===== src/rtl/fpu_issue_ctrl.sv =====
// rtl/fpu_issue_ctrl.sv - single-request issue controller between the integer pipeline and fpu_top
//
// Purpose: accepts one FP request at a time, pulses the FPU one-hot opcode,
// holds the operands, waits for the FPU result (with a watchdog), and
// presents a registered response. Flush discards the in-flight request;
// the DRAIN state waits for the FPU to go idle before the next issue.
//
// Ports:
//   sys_clk, rst          clock, synchronous active-high reset
//   req_*                 request handshake (op, x1, x2, tag)
//   flush                 discard in-flight request
//   fpu_opcode/x1/x2      issue pulse and held operands to the FPU
//   fpu_y/ovf/unf/out_valid  FPU result
//   resp_*                response handshake (y, ovf, unf, err, tag)
//   busy                  high in every state other than IDLE
module fpu_issue_ctrl #(
    parameter int TAG_W          = 5,
    parameter int TIMEOUT_CYCLES = 64
) (
    input  logic             sys_clk,
    input  logic             rst,
    input  logic             req_valid,
    output logic             req_ready,
    input  logic [2:0]       req_op,
    input  logic [31:0]      req_x1,
    input  logic [31:0]      req_x2,
    input  logic [TAG_W-1:0] req_tag,
    input  logic             flush,
    output logic [7:0]       fpu_opcode,
    output logic [31:0]      fpu_x1,
    output logic [31:0]      fpu_x2,
    input  logic [31:0]      fpu_y,
    input  logic             fpu_ovf,
    input  logic             fpu_unf,
    input  logic             fpu_out_valid,
    output logic             resp_valid,
    input  logic             resp_ready,
    output logic [31:0]      resp_y,
    output logic             resp_ovf,
    output logic             resp_unf,
    output logic             resp_err,
    output logic [TAG_W-1:0] resp_tag,
    output logic             busy
);

    typedef enum logic [2:0] {
        S_IDLE  = 3'd0,
        S_ISSUE = 3'd1,
        S_WAIT  = 3'd2,
        S_RESP  = 3'd3,
        S_DRAIN = 3'd4
    } state_t;

    localparam logic [7:0] CNT_LAST = 8'(TIMEOUT_CYCLES - 1);

    state_t           state_q;
    logic [7:0]       cnt_q;
    logic [7:0]       opcode_q;
    logic [31:0]      x1_q;
    logic [31:0]      x2_q;
    logic [TAG_W-1:0] tag_q;
    logic [31:0]      resp_y_q;
    logic             resp_ovf_q;
    logic             resp_unf_q;
    logic             resp_err_q;
    logic [TAG_W-1:0] resp_tag_q;
    logic             timeout_hit;

    assign timeout_hit = (cnt_q == CNT_LAST);

    always_ff @(posedge sys_clk) begin
        if (rst) begin
            state_q    <= S_IDLE;
            cnt_q      <= '0;
            opcode_q   <= '0;
            x1_q       <= '0;
            x2_q       <= '0;
            tag_q      <= '0;
            resp_y_q   <= '0;
            resp_ovf_q <= 1'b0;
            resp_unf_q <= 1'b0;
            resp_err_q <= 1'b0;
            resp_tag_q <= '0;
        end else begin
            // The opcode is a single-cycle pulse, only set on the accept edge.
            opcode_q <= '0;
            case (state_q)
                S_IDLE: begin
                    if (req_valid) begin
                        opcode_q <= 8'(1) << req_op;
                        x1_q     <= req_x1;
                        x2_q     <= req_x2;
                        tag_q    <= req_tag;
                        state_q  <= S_ISSUE;
                    end
                end
                S_ISSUE: begin
                    cnt_q   <= '0;
                    state_q <= flush ? S_DRAIN : S_WAIT;
                end
                S_WAIT: begin
                    // Counter stops at the compare value, so it never wraps.
                    if (!fpu_out_valid && !timeout_hit) begin
                        cnt_q <= cnt_q + 8'd1;
                    end
                    if (flush) begin
                        // A result arriving with the flush leaves the FPU idle already.
                        state_q <= fpu_out_valid ? S_IDLE : S_DRAIN;
                    end else if (fpu_out_valid) begin
                        resp_y_q   <= fpu_y;
                        resp_ovf_q <= fpu_ovf;
                        resp_unf_q <= fpu_unf;
                        resp_err_q <= 1'b0;
                        resp_tag_q <= tag_q;
                        state_q    <= S_RESP;
                    end else if (timeout_hit) begin
                        resp_y_q   <= '0;
                        resp_ovf_q <= 1'b0;
                        resp_unf_q <= 1'b0;
                        resp_err_q <= 1'b1;
                        resp_tag_q <= tag_q;
                        state_q    <= S_RESP;
                    end
                end
                S_DRAIN: begin
                    // Wait out the abandoned operation so the next issue never
                    // lands on a busy FPU.
                    if (fpu_out_valid || timeout_hit) begin
                        state_q <= S_IDLE;
                    end else begin
                        cnt_q <= cnt_q + 8'd1;
                    end
                end
                S_RESP: begin
                    if (flush || resp_ready) begin
                        state_q <= S_IDLE;
                    end
                end
                default: state_q <= S_IDLE;
            endcase
        end
    end

    assign req_ready  = (state_q == S_IDLE);
    assign busy       = (state_q != S_IDLE);
    assign resp_valid = (state_q == S_RESP);
    assign fpu_opcode = opcode_q;
    assign fpu_x1     = x1_q;
    assign fpu_x2     = x2_q;
    assign resp_y     = resp_y_q;
    assign resp_ovf   = resp_ovf_q;
    assign resp_unf   = resp_unf_q;
    assign resp_err   = resp_err_q;
    assign resp_tag   = resp_tag_q;

endmodule


===== config.mk =====
export PLATFORM = sky130hd
export DESIGN_NAME = fpu_issue_ctrl
export DESIGN_NICKNAME = d
export VERILOG_FILES = /design/src/rtl/fpu_issue_ctrl.sv
export SDC_FILE = /design/constraint.sdc
export NUM_CORES = 1
export LEC_CHECK = 0
export CAP_MARGIN = 0
export CORE_ASPECT_RATIO = 1.1
export CORE_MARGIN = 2
export CORE_UTILIZATION = 35
export CTS_BUF_LIST = sky130_fd_sc_hd__clkbuf_16
export DETAILED_ROUTE_END_ITERATION = 10
export GPL_TIMING_DRIVEN = 0
export PLACE_DENSITY = 0.71
export SYNTH_ARGS = -nofsm -noshare
export SYNTH_HDL_FRONTEND = slang
export SYNTH_SLANG_ARGS = --single-unit

===== constraint.sdc =====
create_clock -name sys_clk -period 2.51 [get_ports sys_clk]
set_input_delay 0.251 -clock sys_clk [delete_from_list [all_inputs] [get_ports sys_clk]]
set_output_delay 0.251 -clock sys_clk [all_outputs]
set_load 0.01 [all_outputs]

Yosys cells after proc, flatten, opt, wreduce, memory -nomap -nowiden:

Index checks and enable logic that the tools add are counted.

* bitwise operators: 3
* reductions and logical operators: 14
* $add $sub $neg: 1
* muxes and demuxes: 21
* shift operators: 1
* eq/ne operators: 11

Operators with widths (number)
* $mux 32: 2
* $mux 3: 8
* $pmux 8 s3: 1
* $mux 8: 2
* $pmux 3 s5: 1
* $mux 5: 2
* $add 8x1->8 const B: 1
* $eq 8x6->1 const B: 1
* $ne 2x2->1 const B: 4
* $shl 1x3->8 const A: 1
* $eq 3x2->1 const B: 2
* $reduce_and 3->1: 2
* $reduce_bool 3->1: 2
* $mux 1: 5
* $ne 4x4->1 const B: 1
* $reduce_and 4->1: 1
* $eq 3x1->1 const B: 1
* $eq 3x3->1 const B: 1
* $logic_not 3->1: 1
* $not 1->1: 3
* $reduce_or 3->1: 1
* $logic_not 1->1: 2
* $logic_or 1x1->1: 2
* $ne 2x1->1 const B: 1
* 3 further kinds: 3

* word-level logic and storage cells: 62
* input port bits: 112
* flip-flop bits (word level): 128
* output and inout port bits: 115

Longest topological paths before layout:

* depth in word-level cells: 5
* mapped depth: 7

Worst setup path after synthesis:

Ideal clock, no wire load.

* kind: register to register
* start: reg cnt_q[0]
* end: reg resp_y_q[11], in the netlist resp_y[11]
* setup time: 0.117 ns
* setup slack: 0.637 ns
* arrival time: 1.756 ns
* buffers on the path: 1
* clock period less this slack: 1.873 ns
* cell stages (with the launch flop): 7
* path through: dfxtp_1 ha_1 nand3_4 o41ai_4 a21oi_2 buf_6 a22o_2

* word-level cells in the longest chain between the ends: 3

RTL lines
* from (decl): line 57 `logic [7:0] cnt_q;`
* from (signal assigned): line 104 `cnt_q <= cnt_q + 8'd1;`
* from (signal assigned): line 131 `cnt_q <= cnt_q + 8'd1;`
* $eq 8x6->1: line 69 `assign timeout_hit = (cnt_q == CNT_LAST);`
* $reduce_bool 2->1 (no line)
* $reduce_and 3->1 (no line)
* to (signal assigned): line 110 `resp_y_q <= fpu_y;`
* to (decl): line 62 `logic [31:0] resp_y_q;`

Every way passes these cells.
A chain may end at the register's enable or synchronous reset.

Final worst setup path:

* start: reg cnt_q[1]
* end: reg resp_y_q[12], in the netlist resp_y[12]

Same word-level chain as after synthesis.

==> qor.csv <==
metric;value;unit
largest incremental delay on the critical path;0.58;ns
post-CTS setup buffers;0;
synth unique cells;42;
Multi-input gate area;1840;um^2
Post-Syn Area per Cell;8.99;um^2
GRT overflow;0;
I/O pins;227;
gr usage total;0.199;
# placed instances;895;
Worst-path clk slew;0.05;ns
die area;14100;um^2
Area contributors post-synth;dfxtp_1 56%, nand2_1 12%, a21oi_1 8.3%, a22o_2 4.1%, a22o_1 2.9%;
Vias/cell;4.80;
Synth async-reset ratio;0;
crit path cell chain;ha_1 > nand3_4 > o41ai_4 > a21oi_2 > buf_6 > a22o_2;
max cap viols;0;
die height;124;um
Final Cell Area;7570;um^2
Final nets;870;
Root Driver;clkbuf_16;
vias in the first global route;4445;
Worst path top cell family by delay;compound AO/OA/AOI/OAI gates;
GR Util met2;0.327;
top-area cell type share of the netlist area;0.557;
clock latency on the worst-skew pair;0.41;ns
Core Area;12800;um^2
register area share after synthesis;0.557;
CTS tree;built;
Post-CTS Resized;0;
placed cell area;7060;um^2
Total Wirelength;13.7;mm
Non-Filler Instances;926;
Die X;113;um
Fill cells;1161;
cell taking the most area after synthesis;dfxtp_1;
clk sinks;128;
CTS Buffer Depth;2;
WP data arrival;2.50;ns
cell row count;43;
WL per Instance;14.8;um
Final min period;2.20;ns
top_reg_cell synth;dfxtp_1;
net count after synthesis;625;
CP endpoint kind;register;
Worst setup SP type;register;
met1 usage in global routing;0.228;
largest net degree at the start of global routing;17;
antenna viol nets, final;0;
Crit path buffers/inverters;1;
DRC viols;0;
outcome;finished, final reports clean;
Min-Delay Path Class;in -> reg;
antenna violations before repair;0;
starting density of the core;0.361;
layout overhead on the synthesized area;64.5;%
Register Area;2560;um^2
Port Buf Inserts;226;
kind of critical path;reg -> reg;
Slew headroom;0.527;
worst vdd ir;0.431;mV
static leakage;2.81;nW
TNS Setup;0;ns
RSZ-0062 raised after global routing;false;
Final Slew Violations;0;
Syn. warnings;0;
1st-iter DRT viols;241;
Num CTS Buffers;17;
power per cell area;662;nW/um^2
H-Tree Depth;4;
worst reg2reg setup slack;0.31;ns
hpwl dp;10.5;mm
GPL Wtd Cong;0.788;
share of layout cells above drive strength 1;0.0858;
met3 GRT Util;0.0808;
DRT Pass-1 Iters;4;
Antenna diodes;0;
CP max-delay cell;o41ai_4;
Crit Path Max Fanout;10;
worst slew pin tran;0.702;ns
Layout Skew;0.00587;ns
Setup violations, final;0;
synthesized instance count;512;
mapped cell area;4600;um^2
Post-synth EDFFs;0;
fin crit share;0.875;
most used routing layer;met2;
Max Freq;455;MHz
Post-CTS Hold Buffers;0;
global-route wire length before repair;22.3;mm
DR vias;4447;
Hold Vio Cnt, Final;0;
Seq cells post-synth;128;
CP Data Required Time;2.81;ns
state kept, by name (all words and copies together), names as in the netlist:
name,flops
state_q,3
fpu_x2,32
cnt_q,8
resp_tag,5
tag_q,5
resp_ovf,1
resp_unf,1
fpu_opcode,8
resp_err,1
resp_y,32
fpu_x1,32
through the flow:
stage                      util  power (mW)  hold WS, ns  setup slack (ns)
after global routing      0.594        5.24        0.380             0.141
after global placement    0.554        2.90        0.442             0.177
after detailed placement  0.554        2.91        0.446             0.147
after CTS                 0.594        5.06        0.374             0.322
after floorplan               -        2.48        0.323             0.637
final                     0.594        5.01        0.382             0.313
cells in the mapped netlist, types with 2 or more instances:
| master | instances |
|---|---|
| nand2_1 | 149 |
| dfxtp_1 | 128 |
| a21oi_1 | 76 |
| a22o_2 | 19 |
| clkbuf_1 | 19 |
| a22o_1 | 15 |
| nor2_1 | 12 |
| buf_2 | 11 |
| o21ai_0 | 10 |
| nand2b_1 | 9 |
| a31oi_1 | 6 |
| nor3_1 | 6 |
| inv_1 | 5 |
| nand4b_1 | 5 |
| nand3_1 | 4 |
| o211ai_1 | 4 |
| buf_6 | 3 |
| nand3b_1 | 3 |
| and2_1 | 2 |
| buf_4 | 2 |
| nand4_1 | 2 |
| nor3b_1 | 2 |
power by group:
part / switching (mW) / total, mW / internal [mW]
clock network: 0.835 / 2.15 / 1.31
logic: 0.311 / 0.694 / 0.383
registers: 0.0462 / 2.17 / 2.12
total: 1.19 / 5.01 / 3.82
metal layers:
metal / part of all wire / up-vias
li1: - / 2243
met1: 0.41 / 2006
met2: 0.48 / 175
met3: 0.087 / 23
met4: 0.022 / 0
met5: 0 / -
path summary, 6_finish.rpt:
| check | from | endpoint | cells past startpoint |
|---|---|---|---|
| worst min-delay path | req_tag[4] | tag_q[4]$_SDFFE_PP0P_ | 3 |
| worst max register to register | cnt_q[1]$_SDFFE_PP0P_ | resp_y[12]$_SDFFE_PP0P_ | 6 |
| worst max-delay path | cnt_q[1]$_SDFFE_PP0P_ | resp_y[12]$_SDFFE_PP0P_ | 6 |
| worst min register to register | fpu_x1[2]$_SDFFE_PP0P_ | fpu_x1[2]$_SDFFE_PP0P_ | 2 |
worst reg2reg max path, delay by kind of cell, from the launching register on:
kind	cells	cell delay [ns]
compound gates	3	1.08
flops	1	0.39
fa+ha+maj	1	0.29
buf+inv	1	0.21
simple gates	1	0.13
layout make-up:
type                       count  area share
timing repair buffer         226       0.299
buffer                        36      0.0238
multi-input combinational    343       0.243
inverter                       5     0.00248
tap                          157      0.0259
sequential                   128       0.338
clock inverter                14      0.0114
clock buffer                  17      0.0562
cells in the final DEF (no fill, tap or decap), drive strengths merged, types with 2 or more instances in the layout:
cell / count
a22o: 34
nand2b: 9
nor2: 13
nor4b: 2
inv: 9
o211ai: 4
a21oi: 77
nor3: 6
clkinv: 8
nand4: 2
clkbuf: 37
nand2: 149
nand3b: 3
nand4b: 5
clkdlybuf4s50: 226
buf: 16
a31oi: 6
and2: 3
dfxtp: 128
o21ai: 10
nand3: 5
nor3b: 2
cells by family after synthesis:
kind of cell,after synthesis,synth area share
compound gates,137,0.196
fa+ha+maj,1,0.00272
buf+inv,41,0.0432
mux,1,0.00218
simple gates,203,0.197
xor+xnor,1,0.00190
flops,128,0.557
No activity file was read; power rests on OpenSTA's default activity.
